**config.mk**
```make
export PLATFORM = sky130hd
export DESIGN_NAME = prog_sequencer
export DESIGN_NICKNAME = d
export VERILOG_FILES = /design/src/rtl/prog_seq_pkg.sv /design/src/rtl/prog_return_stack.sv /design/src/rtl/prog_sequencer.sv
export SDC_FILE = /design/constraint.sdc
export NUM_CORES = 1
export LEC_CHECK = 0
export ABC_AREA = 0
export ABC_CLOCK_PERIOD_IN_PS = 2800
export CAP_MARGIN = 0
export CORE_MARGIN = 1
export CORE_UTILIZATION = 49
export DETAILED_ROUTE_END_ITERATION = 7
export HOLD_SLACK_MARGIN = 0.06
export PLACE_DENSITY = 0.86
export SKIP_LAST_GASP = 1
export SYNTH_ARGS = -nofsm -noshare
export SYNTH_HDL_FRONTEND = slang
export SYNTH_HIERARCHICAL = 1
export SYNTH_SLANG_ARGS = --single-unit
```
**constraint.sdc**
```tcl
create_clock -name Clk -period 2.8 [get_ports Clk]
set_input_delay 0.84 -clock Clk [delete_from_list [all_inputs] [get_ports Clk]]
set_output_delay 0.84 -clock Clk [all_outputs]
set_load 0.02 [all_outputs]
```
**src/rtl/prog_seq_pkg.sv**
```systemverilog
`default_nettype none
// ============================================================================
//  Module   : prog_seq_pkg
//  Purpose  : Shared types and constants for the program sequencer.
//             - seq_state_t     : sequencer state encoding
//             - LAUNCH_CNT_W    : width of the launch counter / program index
//             - DEF_PROG_STRIDE : default spacing between program entry points
//             - DEF_STACK_DEPTH : default return-stack depth
//  Revision : 1.0  initial release
// ============================================================================
package prog_seq_pkg;

    typedef enum logic [1:0] {
        ST_IDLE  = 2'd0,
        ST_ARMED = 2'd1,
        ST_RUN   = 2'd2,
        ST_DONE  = 2'd3
    } seq_state_t;

    localparam int LAUNCH_CNT_W    = 4;
    localparam int DEF_PROG_STRIDE = 100;
    localparam int DEF_STACK_DEPTH = 4;

endpackage : prog_seq_pkg
`default_nettype wire

```
**src/rtl/prog_return_stack.sv**
```systemverilog
`default_nettype none
// ============================================================================
//  Module   : prog_return_stack
//  Purpose  : Small LIFO holding subroutine return addresses.
//  Ports    : Clk, Reset     - clock, synchronous active-high reset
//             clear          - empty the stack (takes priority over push/pop)
//             push/push_data - write push_data on top (ignored when full)
//             pop            - discard top entry (ignored when empty)
//             top_data       - current top entry (valid when !empty)
//             full, empty    - occupancy flags
//  Revision : 1.0  initial release
// ============================================================================
module prog_return_stack #(
    parameter int W     = 10,
    parameter int DEPTH = 4
) (
    input  logic         Clk,
    input  logic         Reset,
    input  logic         clear,
    input  logic         push,
    input  logic         pop,
    input  logic [W-1:0] push_data,
    output logic [W-1:0] top_data,
    output logic         full,
    output logic         empty
);

    localparam int CW = $clog2(DEPTH + 1);
    localparam int AW = (DEPTH > 1) ? $clog2(DEPTH) : 1;
    localparam logic [CW-1:0] c_depth = CW'(DEPTH);

    logic [W-1:0]  r_mem [DEPTH];
    logic [CW-1:0] r_cnt;
    logic [AW-1:0] w_wr_idx;
    logic [AW-1:0] w_rd_idx;
    logic          w_do_push;
    logic          w_do_pop;

    assign full      = (r_cnt == c_depth);
    assign empty     = (r_cnt == '0);
    assign w_wr_idx  = AW'(r_cnt);
    assign w_rd_idx  = AW'(r_cnt - CW'(1));
    assign w_do_push = push && !full && !clear;
    assign w_do_pop  = pop && !empty && !clear;
    assign top_data  = r_mem[w_rd_idx];

    // Entry storage needs no reset: nothing is readable until pushed.
    always_ff @(posedge Clk) begin
        if (w_do_push) begin
            r_mem[w_wr_idx] <= push_data;
        end
    end

    always_ff @(posedge Clk) begin
        if (Reset || clear) begin
            r_cnt <= '0;
        end else if (w_do_push) begin
            r_cnt <= r_cnt + CW'(1);
        end else if (w_do_pop) begin
            r_cnt <= r_cnt - CW'(1);
        end
    end

endmodule : prog_return_stack
`default_nettype wire

```
**src/rtl/prog_sequencer.sv**
```systemverilog
`default_nettype none
// ============================================================================
//  Module   : prog_sequencer
//  Purpose  : Program counter sequencer. Launches up to NPROG programs (one
//             per Start high->low pulse) at entry points ProgIdx*PROG_STRIDE,
//             then steps the PC with stall/halt/branch/jump/call/return.
//  Config   : `define PROG_SEQ_CALL_STACK_EN enables Call/Ret with a return
//             stack and the StackErr flag; otherwise Call/Ret just increment.
//  Ports    : Clk, Reset (sync, active-high), Start (launch on falling edge),
//             Stall, Halt, BranchUp, BranchDown, Jump, Call, Ret, Offset,
//             AbsTarget -> ProgCtr, ProgIdx, Running, Done, StackErr
//  Revision : 1.0  initial release
// ============================================================================
module prog_sequencer
    import prog_seq_pkg::*;
#(
    parameter int L           = 10,
    parameter int OFFW        = 8,
    parameter int NPROG       = 3,
    parameter int PROG_STRIDE = DEF_PROG_STRIDE,
    parameter int STACK_DEPTH = DEF_STACK_DEPTH
) (
    input  logic                    Clk,
    input  logic                    Reset,
    input  logic                    Start,
    input  logic                    Stall,
    input  logic                    Halt,
    input  logic                    BranchUp,
    input  logic                    BranchDown,
    input  logic                    Jump,
    input  logic                    Call,
    input  logic                    Ret,
    input  logic [OFFW-1:0]         Offset,
    input  logic [L-1:0]            AbsTarget,
    output logic [L-1:0]            ProgCtr,
    output logic [LAUNCH_CNT_W-1:0] ProgIdx,
    output logic                    Running,
    output logic                    Done,
    output logic                    StackErr
);

    localparam logic [LAUNCH_CNT_W-1:0] c_nprog = LAUNCH_CNT_W'(NPROG);

    seq_state_t              r_state, w_state_nxt;
    logic [L-1:0]            r_pc, w_pc_nxt;
    logic [LAUNCH_CNT_W-1:0] r_idx, w_idx_nxt;
    logic [LAUNCH_CNT_W-1:0] r_cnt, w_cnt_nxt;
    logic                    r_start;
    // Set once Start has been seen low; a rise only counts after that, so a
    // Start held high across reset release is not mistaken for a new request.
    logic                    r_low_seen;

    logic                    w_start_rise;
    logic                    w_start_fall;
    logic [L-1:0]            w_pc_inc;
    logic [L-1:0]            w_off;
    logic [31:0]             w_launch_prod;

    assign w_start_rise  = Start && !r_start && r_low_seen;
    assign w_start_fall  = !Start && r_start;
    assign w_pc_inc      = r_pc + L'(1);
    assign w_off         = L'(Offset);
    assign w_launch_prod = 32'(r_cnt) * PROG_STRIDE;

`ifdef PROG_SEQ_CALL_STACK_EN
    logic         r_stack_err, w_err_nxt;
    logic         w_stk_clear, w_stk_push, w_stk_pop;
    logic         w_stk_full, w_stk_empty;
    logic [L-1:0] w_stk_top;

    prog_return_stack #(
        .W     (L),
        .DEPTH (STACK_DEPTH)
    ) u_stack (
        .Clk       (Clk),
        .Reset     (Reset),
        .clear     (w_stk_clear),
        .push      (w_stk_push),
        .pop       (w_stk_pop),
        .push_data (w_pc_inc),
        .top_data  (w_stk_top),
        .full      (w_stk_full),
        .empty     (w_stk_empty)
    );

    always_ff @(posedge Clk) begin
        if (Reset) begin
            r_stack_err <= 1'b0;
        end else begin
            r_stack_err <= w_err_nxt;
        end
    end

    assign StackErr = r_stack_err;
`else
    logic w_unused;
    assign w_unused = ^{Call, Ret, STACK_DEPTH};
    assign StackErr = 1'b0;
`endif

    always_ff @(posedge Clk) begin
        if (Reset) begin
            r_state    <= ST_IDLE;
            r_pc       <= '0;
            r_idx      <= '0;
            r_cnt      <= '0;
            r_start    <= 1'b0;
            r_low_seen <= !Start;
        end else begin
            r_state    <= w_state_nxt;
            r_pc       <= w_pc_nxt;
            r_idx      <= w_idx_nxt;
            r_cnt      <= w_cnt_nxt;
            r_start    <= Start;
            r_low_seen <= r_low_seen || !Start;
        end
    end

    always_comb begin
        w_state_nxt = r_state;
        w_pc_nxt    = r_pc;
        w_idx_nxt   = r_idx;
        w_cnt_nxt   = r_cnt;
`ifdef PROG_SEQ_CALL_STACK_EN
        w_err_nxt   = r_stack_err;
        w_stk_clear = 1'b0;
        w_stk_push  = 1'b0;
        w_stk_pop   = 1'b0;
`endif
        if (w_start_rise) begin
            // A new request aborts whatever is happening, including a run.
            w_state_nxt = ST_ARMED;
        end else begin
            case (r_state)
                ST_ARMED: begin
                    if (w_start_fall) begin
                        if (r_cnt < c_nprog) begin
                            w_idx_nxt   = r_cnt;
                            w_pc_nxt    = w_launch_prod[L-1:0];
                            w_cnt_nxt   = r_cnt + LAUNCH_CNT_W'(1);
                            w_state_nxt = ST_RUN;
`ifdef PROG_SEQ_CALL_STACK_EN
                            w_stk_clear = 1'b1;
`endif
                        end else begin
                            w_state_nxt = ST_DONE;
                        end
                    end
                end
                ST_RUN: begin
                    if (Stall) begin
                        w_pc_nxt = r_pc;
                    end else if (Halt) begin
                        w_state_nxt = ST_DONE;
                    end else if (Ret) begin
`ifdef PROG_SEQ_CALL_STACK_EN
                        if (w_stk_empty) begin
                            w_pc_nxt  = w_pc_inc;
                            w_err_nxt = 1'b1;
                        end else begin
                            w_pc_nxt  = w_stk_top;
                            w_stk_pop = 1'b1;
                        end
`else
                        w_pc_nxt = w_pc_inc;
`endif
                    end else if (Call) begin
`ifdef PROG_SEQ_CALL_STACK_EN
                        if (w_stk_full) begin
                            w_pc_nxt  = w_pc_inc;
                            w_err_nxt = 1'b1;
                        end else begin
                            w_pc_nxt   = AbsTarget;
                            w_stk_push = 1'b1;
                        end
`else
                        w_pc_nxt = w_pc_inc;
`endif
                    end else if (Jump) begin
                        w_pc_nxt = AbsTarget;
                    end else if (BranchUp) begin
                        w_pc_nxt = r_pc - w_off;
                    end else if (BranchDown) begin
                        w_pc_nxt = r_pc + w_off;
                    end else begin
                        w_pc_nxt = w_pc_inc;
                    end
                end
                default: begin
                    w_state_nxt = r_state;
                end
            endcase
        end
    end

    assign ProgCtr = r_pc;
    assign ProgIdx = r_idx;
    assign Running = (r_state == ST_RUN);
    assign Done    = (r_state == ST_DONE);

endmodule : prog_sequencer
`default_nettype wire

```
# After elaboration in Yosys (flattened, before gate mapping)
# Cells that the tools add are included.
# classes
mul	1
n_bitwise	1
n_lt_le_gt_ge	1
n_eq_ne	11
n_addsub	4
n_reduce_logical	13
n_mux	17
# ops
cell	count
2-to-1 mux 10 bit	9
one-hot mux 10 bit (2 select lines)	1
AND reduction 4 bit	3
adder 10 x 1 -> 10 bit, second input constant	1
adder 10 x 8 -> 10 bit	1
inequality test 2 bit, second input constant	5
subtractor 10 x 8 -> 10 bit	1
multiplier 4 x 5 -> 8 bit, second input constant	1
2-to-1 mux 2 bit	3
inequality test 3 x 2 -> 1 bit, second input constant	2
AND reduction 6 bit	1
adder 4 x 1 -> 4 bit, second input constant	1
equality test 2 bit, second input constant	2
less-than comparator 4 x 2 -> 1 bit, second input constant	1
one-hot mux 2 bit (2 select lines)	1
logical AND 1 bit	3
2-to-1 mux 1 bit	3
inequality test 3 bit, second input constant	1
nonzero test 3 bit	1
equality test 2 x 1 -> 1 bit, second input constant	1
zero test 1 bit	2
nonzero test 2 bit	1
OR reduction 2 bit	1
logical OR 1 bit	1
NOT 1 bit	1
# totals
out_inout_bits	17
wordCells	55
reg_bits	22
inputBits	28

# Depth between registers and ports, before layout
# depth
ltp_word	9
ltp_mapped	9
mapped_depth_nobuf	9

# Worst setup path before layout
# OpenSTA, ideal clock, no wires.
# synth_timing
path_type	input -> register
startpoint	input Offset[1]
endpoint	register r_pc[9], in the netlist ProgCtr[9]
path_stages	8
setup_ps	67
arrival_ps	2716
n_path_buf	0
required_ps	2733
setup_slack_ps	16
path_cell_list	inv_1 ha_1 nand2b_4 a2111o_1 a2111oi_4 o21ai_1 a2111o_1 o21ai_2
# synth_via
elab_chain_cells	9
elab_cells_between_ends	10
cone_classes	2 x add/sub; 8 x mux
# synth_rtl
item	line_no	rtl
start, declared	prog_sequencer.sv:33	input logic [OFFW-1:0] Offset,
adder 10 x 8 -> 10 bit	prog_sequencer.sv:184	w_pc_nxt = r_pc + w_off;
2-to-1 mux 10 bit	prog_sequencer.sv:183	end else if (BranchDown) begin
2-to-1 mux 10 bit (*)	prog_sequencer.sv:181	end else if (BranchUp) begin
2-to-1 mux 10 bit (*)	prog_sequencer.sv:179	end else if (Jump) begin
2-to-1 mux 10 bit (*)	prog_sequencer.sv:167	end else if (Call) begin
2-to-1 mux 10 bit (*)	prog_sequencer.sv:155	end else if (Ret) begin
2-to-1 mux 10 bit (*)	prog_sequencer.sv:153	end else if (Halt) begin
2-to-1 mux 10 bit (*)	prog_sequencer.sv:151	if (Stall) begin
one-hot mux 10 bit (2 select lines) (*)	prog_sequencer.sv:134	case (r_state)
end signal, assigned	prog_sequencer.sv:111	r_pc <= w_pc_nxt;
end, declared	prog_sequencer.sv:45	logic [L-1:0] r_pc, w_pc_nxt;
# Every way passes the cells marked *; elsewhere a longest branch is shown, timed or not. The select of a mux whose other input is x is not followed.
# A chain may end at the register's enable or synchronous reset.

# Worst setup path in the final report
# layout_timing
startpoint	input Offset[6]
endpoint	register r_pc[9], in the netlist ProgCtr[9]
# Same word-level chain as after synthesis.

==> impl_metrics.py <==
metrics = {
    "run_status": {
        "status": "finished, final reports clean",
    },
    "clocking": {
        "tritoncts": "yes",
        "cts.sinks": 22,
        "cts_root_buf": "clkbuf_8",
        "cts.clk_slew.worst_paths_ns": 0.08,
        "insertion_delay_ns": 0.26,
        "cts-buffers-inserted": 3,
        "hold_buffers": 0,
        "cts_max_level": 1,
        "cts_buffer_depth": 2,
    },
    "floorplan": {
        "start_util_pct": 52.41,
        "core_area_um2": 4880,
        "die_w_um": 74.25,
        "rows": 25,
        "die_area_um2": 5512,
        "io_pins": 45,
        "dieHeight_um": 74.25,
    },
    "global_route": {
        "grt_pass1_wl_um": 12680,
        "grt_antenna_before_repair": 0,
        "grt_overflow": 0,
        "grt_pass1_vias": 2785,
        "grt_max_degree": 24,
        "grt_usage_pct": 29.53,
    },
    "layout": {
        "diodes": 0,
        "utilization_pct": 71.00,
        "drive_gt1_share_pct": 20.40,
        "area_growth_pct": 35.47,
        "fin_nets": 459,
    },
    "synthesis": {
        "yosys_warnings": 6,
        "syn_area_um2": 2557,
        "synth.avg_cell_area_um2": 7.773,
        "synth_cells": 329,
        "synth-main-ff-cell": "dfxtp_1",
        "synthArstFlopShare_pct": 0,
        "synth_seq_cells": 22,
        "synth_cell_types": 67,
        "synth_area_leader_cell": "dfxtp_1",
        "syn_nets": 385,
        "synth.top_cell.area_share_pct": 17.22,
        "ys_seq_area_share_pct": 17.22,
        "synth.area.top_cells": "dfxtp_1 17%, ha_1 12%, a21oi_1 4.9%",
        "synth_enable_flop_cells": 0,
    },
    "critical_path": {
        "start_kind": "input port",
        "path_max_fanout": 5,
        "cp.required_ns": 3.01,
        "critPathKind": "input port to register",
        "endpoint_kind": "register",
        "r2r.worst_path.cells": 9,
        "arrival_ns": 2.86,
    },
    "route": {
        "route.detailed.drc": 0,
        "wl_per_cell_um": 16.64,
        "detail-route-antenna-nets": 0,
        "vias_per_cell": 6.055,
        "vias": 2840,
        "finalWirelength_um": 7805,
        "firstDrtPassIters": 5,
        "drtIter0Drc": 251,
    },
    "sta": {
        "fin_ws_ns": 0.1462,
        "max_freq_mhz": 376.8,
        "drv_slew": 0,
        "setup_viol": 0,
        "fin_crit_ns": 2.654,
        "clock_skew_ns": 0.003355,
        "rsz0062_at_grt": "no",
        "hold_ws_ns": 0.5026,
        "final-hold-violation-count": 0,
        "period_share_pct": 94.78,
    },
    "placed_design": {
        "dpl_worst_slack_ns": -0.5735,
        "port_buffers": 43,
        "gp_congestion": 0.9586,
        "hpwl_um": 5825,
    },
    "min_path": {
        "hold_path_class": "register to register",
        "worst_hold_path.num_cells": 2,
    },
    "power": {
        "ir_drop_v": 0.0001547,
        "p_per_area_nw_per_um2": 220.3,
        "cellLeakagePower_nw": 1.447,
    },
    "job": {
        "drv_cap": 0,
    },
}
-- report_power, final --
part | switching [mW] | internal (mW)
Combinational | 0.103 | 0.102
Clock | 0.108 | 0.125
Sequential | 0.00827 | 0.317
Total | 0.219 | 0.544
-- cell type report --
class / count / area, um2
clock buffer: 4 / 55.05
fill: 381 / 1415
timing repair buffer: 88 / 773.2
inverter: 22 / 82.58
sequential: 22 / 440.4
tap: 67 / 83.83
multi-input combinational: 266 / 2029
-- final timing paths --
kind | startpoint | end | slack, ns
worst max register to register | ProgCtr[0] | ProgCtr[8] | 0.49
worst min register to register | ProgIdx[1] | ProgIdx[1] | 0.50
worst max-delay path | Offset[6] | ProgCtr[9] | 0.15
worst min-delay path | ProgIdx[1] | ProgIdx[1] | 0.50
-- cells in the mapped netlist (6+ instances only) --
master and instances:
a21oi_1 25, clkbuf_1 13, dfxtp_1 22, ha_1 25, inv_1 21, mux2i_1 12
nand2_1 24, nand3_1 11, nand3b_1 6, nor2_1 33, nor2b_1 7, o211ai_1 7
o21ai_0 14, xnor2_1 9
-- state kept, by name, indices dropped and copies added, names as in the netlist --
register,flops
r_low_seen,1
r_state,2
ProgCtr,10
r_start,1
r_cnt,4
ProgIdx,4
-- repair_timing --
item / in CTS / in global routing
resized for setup: 17 / 9
setup endpoints to repair: 7 / 6
pin swaps: 11 / 9
setup buffers: 1 / 0
endpoints found under the hold margin: 0 / 0
-- logic make-up after synthesis --
logic type | count (synthesis) | share of synthesized area [%]
AOI/OAI and AO/OA | 99 | 28.87
xor gates and xnor gates | 11 | 3.767
adders and majority gates | 28 | 14.58
buffers and inverters | 41 | 6.751
DFF | 22 | 17.22
muxes | 13 | 5.137
other | 1 | 0.1466
and+or+nand+nor | 114 | 23.53
-- worst max-delay path, stage by stage --
cell and delay (ns):
clkdlybuf4s50_1 0.48, inv_1 0.05, ha_1 0.35, inv_1 0.11, a21oi_1 0.17, o21bai_1 0.10
o2111a_1 0.26, a2111o_1 0.40, o21ai_2 0.11
-- placed cells by master, fill, tap and decap left out, types with 4 or more instances in the layout --
| cell type | instances |
|---|---|
| buf_4 | 45 |
| clkdlybuf4s50_1 | 38 |
| nor2_1 | 33 |
| nand2_1 | 24 |
| a21oi_1 | 23 |
| dfxtp_1 | 22 |
| ha_1 | 20 |
| inv_1 | 17 |
| o21ai_0 | 13 |
| mux2i_1 | 12 |
| nand3_1 | 11 |
| xnor2_1 | 9 |
| nor2b_1 | 7 |
| o211ai_1 | 7 |
| nand3b_1 | 6 |
| inv_2 | 5 |
| nand2b_1 | 5 |
| o221ai_1 | 4 |
| clkbuf_8 | 4 |
| dlymetal6s2s_1 | 4 |
-- stage by stage --
step	cell area (um2)	total power, mW	setup TNS (ns)	cells
finish	3465	0.7634	0	469
floorplan	2557	0.4299	0	329
global placement	3312	0.5177	-2.658	464
CTS	3455	0.7557	-0.04687	469
detailed placement	3312	0.5233	-2.956	464
global route	3465	0.7851	0	469
-- routing by layer --
layer / share of wire, % / track usage (%) / vias up
li1: - / - / 1358
met1: 42 / 37.63 / 1309
met2: 47 / 50.40 / 150
met3: 8.1 / 4.201 / 23
met4: 2.8 / 11.53 / 0
met5: 0 / 0 / -
Power figures use the tool's default switching activity.
==> patch: new RTL, same flow settings <==
Re-encode `seq_state_t` (4 states) as one-hot, 4 bits wide.
--- a/src/rtl/prog_seq_pkg.sv
+++ b/src/rtl/prog_seq_pkg.sv
@@ -12,7 +12,7 @@
 
-    typedef enum logic [1:0] {
-        ST_IDLE  = 2'd0,
-        ST_ARMED = 2'd1,
-        ST_RUN   = 2'd2,
-        ST_DONE  = 2'd3
+    typedef enum logic [3:0] {
+        ST_IDLE  = 4'b0001,
+        ST_ARMED = 4'b0010,
+        ST_RUN   = 4'b0100,
+        ST_DONE  = 4'b1000
     } seq_state_t;
Behaviour: no difference found for any inputs over 10 cycles, from zero or initial values and one cycle with Reset high; not proved beyond that.
==> patch against the original RTL <==
  * Sequential power grew 7.7%
  * Setup slack lost 0.13 ns
  * Area after synthesis shrank 0.54%
  * Hold slack lost 0.036 ns
  * Critical path depth grew 1
  * Total power grew 1.5%
  * Register-to-register slack lost 0.09 ns
  * First-iteration DRC count grew 41%
  * Non-clock buffer count grew 4
  * Sequential cell count grew 2
  * Design area grew 2.4%
  * Routed wire length grew 5.4%
==> patch: results (changes against the original RTL) <==
metric,value,unit,change
leakagePower,1.416,nW,-2.1%
die_x,74.05,um,-0.26%
grt_pass1_wl,13.13,mm,+3.6%
status,"finished, final reports clean",,
wl,8.225,mm,+5.4%
fmax,359.2,MHz,-4.7%
max_stage_delay,0.50,ns,+0.02 ns
postLayoutCellArea,3548,um^2,+2.4%
cts.sinks,24,,+9.1%
synthAdderAreaFrac,0.1466,,+0.0007888
synth.yosys.seq_area_share,0.1889,,+0.01667
comb-power,0.189,mW,-8%
initialDrtViolationCount,354,,+41%
fillers,376,,-1.3%
grtUsageTotal,0.3078,,+0.01254
pre_cts_slack,-0.3864,ns,+0.1871 ns
placed_cell_area,3348,um^2,+1.1%
fin_skew,0.004289,ns,+0.0009334 ns
buffers,92,,+4.5%
place_congestion,0.9603,,+0.18%
multi_input_cells,274,,+3.0%
holdPathEnd,ProgIdx[3],,
post-cts-setup-buffer-count,0,,-1
drive_gt1_frac,0.2085,,+0.004551
dp_hpwl,6.431,mm,+10%
critPathLaunch,Offset[4],,
critPathArrivalTime,2.97,ns,+0.11 ns
nNetsFinal,479,,+4.4%
power,0.7752,mW,+1.5%
holdCritStartpoint,ProgIdx[3],,
avgSynthCellArea,7.394,um^2,-4.9%
nonClockInverterCount,28,,+27%
buffer_area_frac,0.2257,,+0.002485
synthesis.nets,400,,+3.9%
rr_worst_depth,8,,-1
ir_drop,0.0001964,V,+27%
grt_max_degree,14,,-42%
==> patch: cell types whose count changed after synthesis, moves of 4 or more <==
| cell | change |
|---|---|
| inv_1 | +6 |
| mux2i_1 | -10 |
| nand2_1 | +8 |
| nand3_1 | +6 |
| nand3b_1 | -6 |
| nor2_1 | -4 |
| nor2b_1 | -4 |
| nor3_1 | +9 |
| nor4_1 | +4 |
==> patch: what timing repair did <==
item,4_1_cts,5_1_grt
gates resized for setup,4,24
endpoints found under the setup margin,3,5
pin swaps,0,11
==> patch: metal layers <==
layer / part of all wire / GRT usage / vias to the layer above
li1: - / - / 1419
met1: 0.43 / 0.4195 / 1415
met2: 0.46 / 0.5040 / 190
met3: 0.089 / 0.05149 / 38
met4: 0.022 / 0.07906 / 0
met5: 0 / 0 / -
==> patch: cell families (layout without fill, tap and decap cells) <==
group	after synthesis	in the layout
fa+ha+maj	28	28
other cells	1	1
mux	3	3
flops	24	24
xor+xnor	12	12
buf+inv	46	124
compound gates	96	96
simple gates	134	134
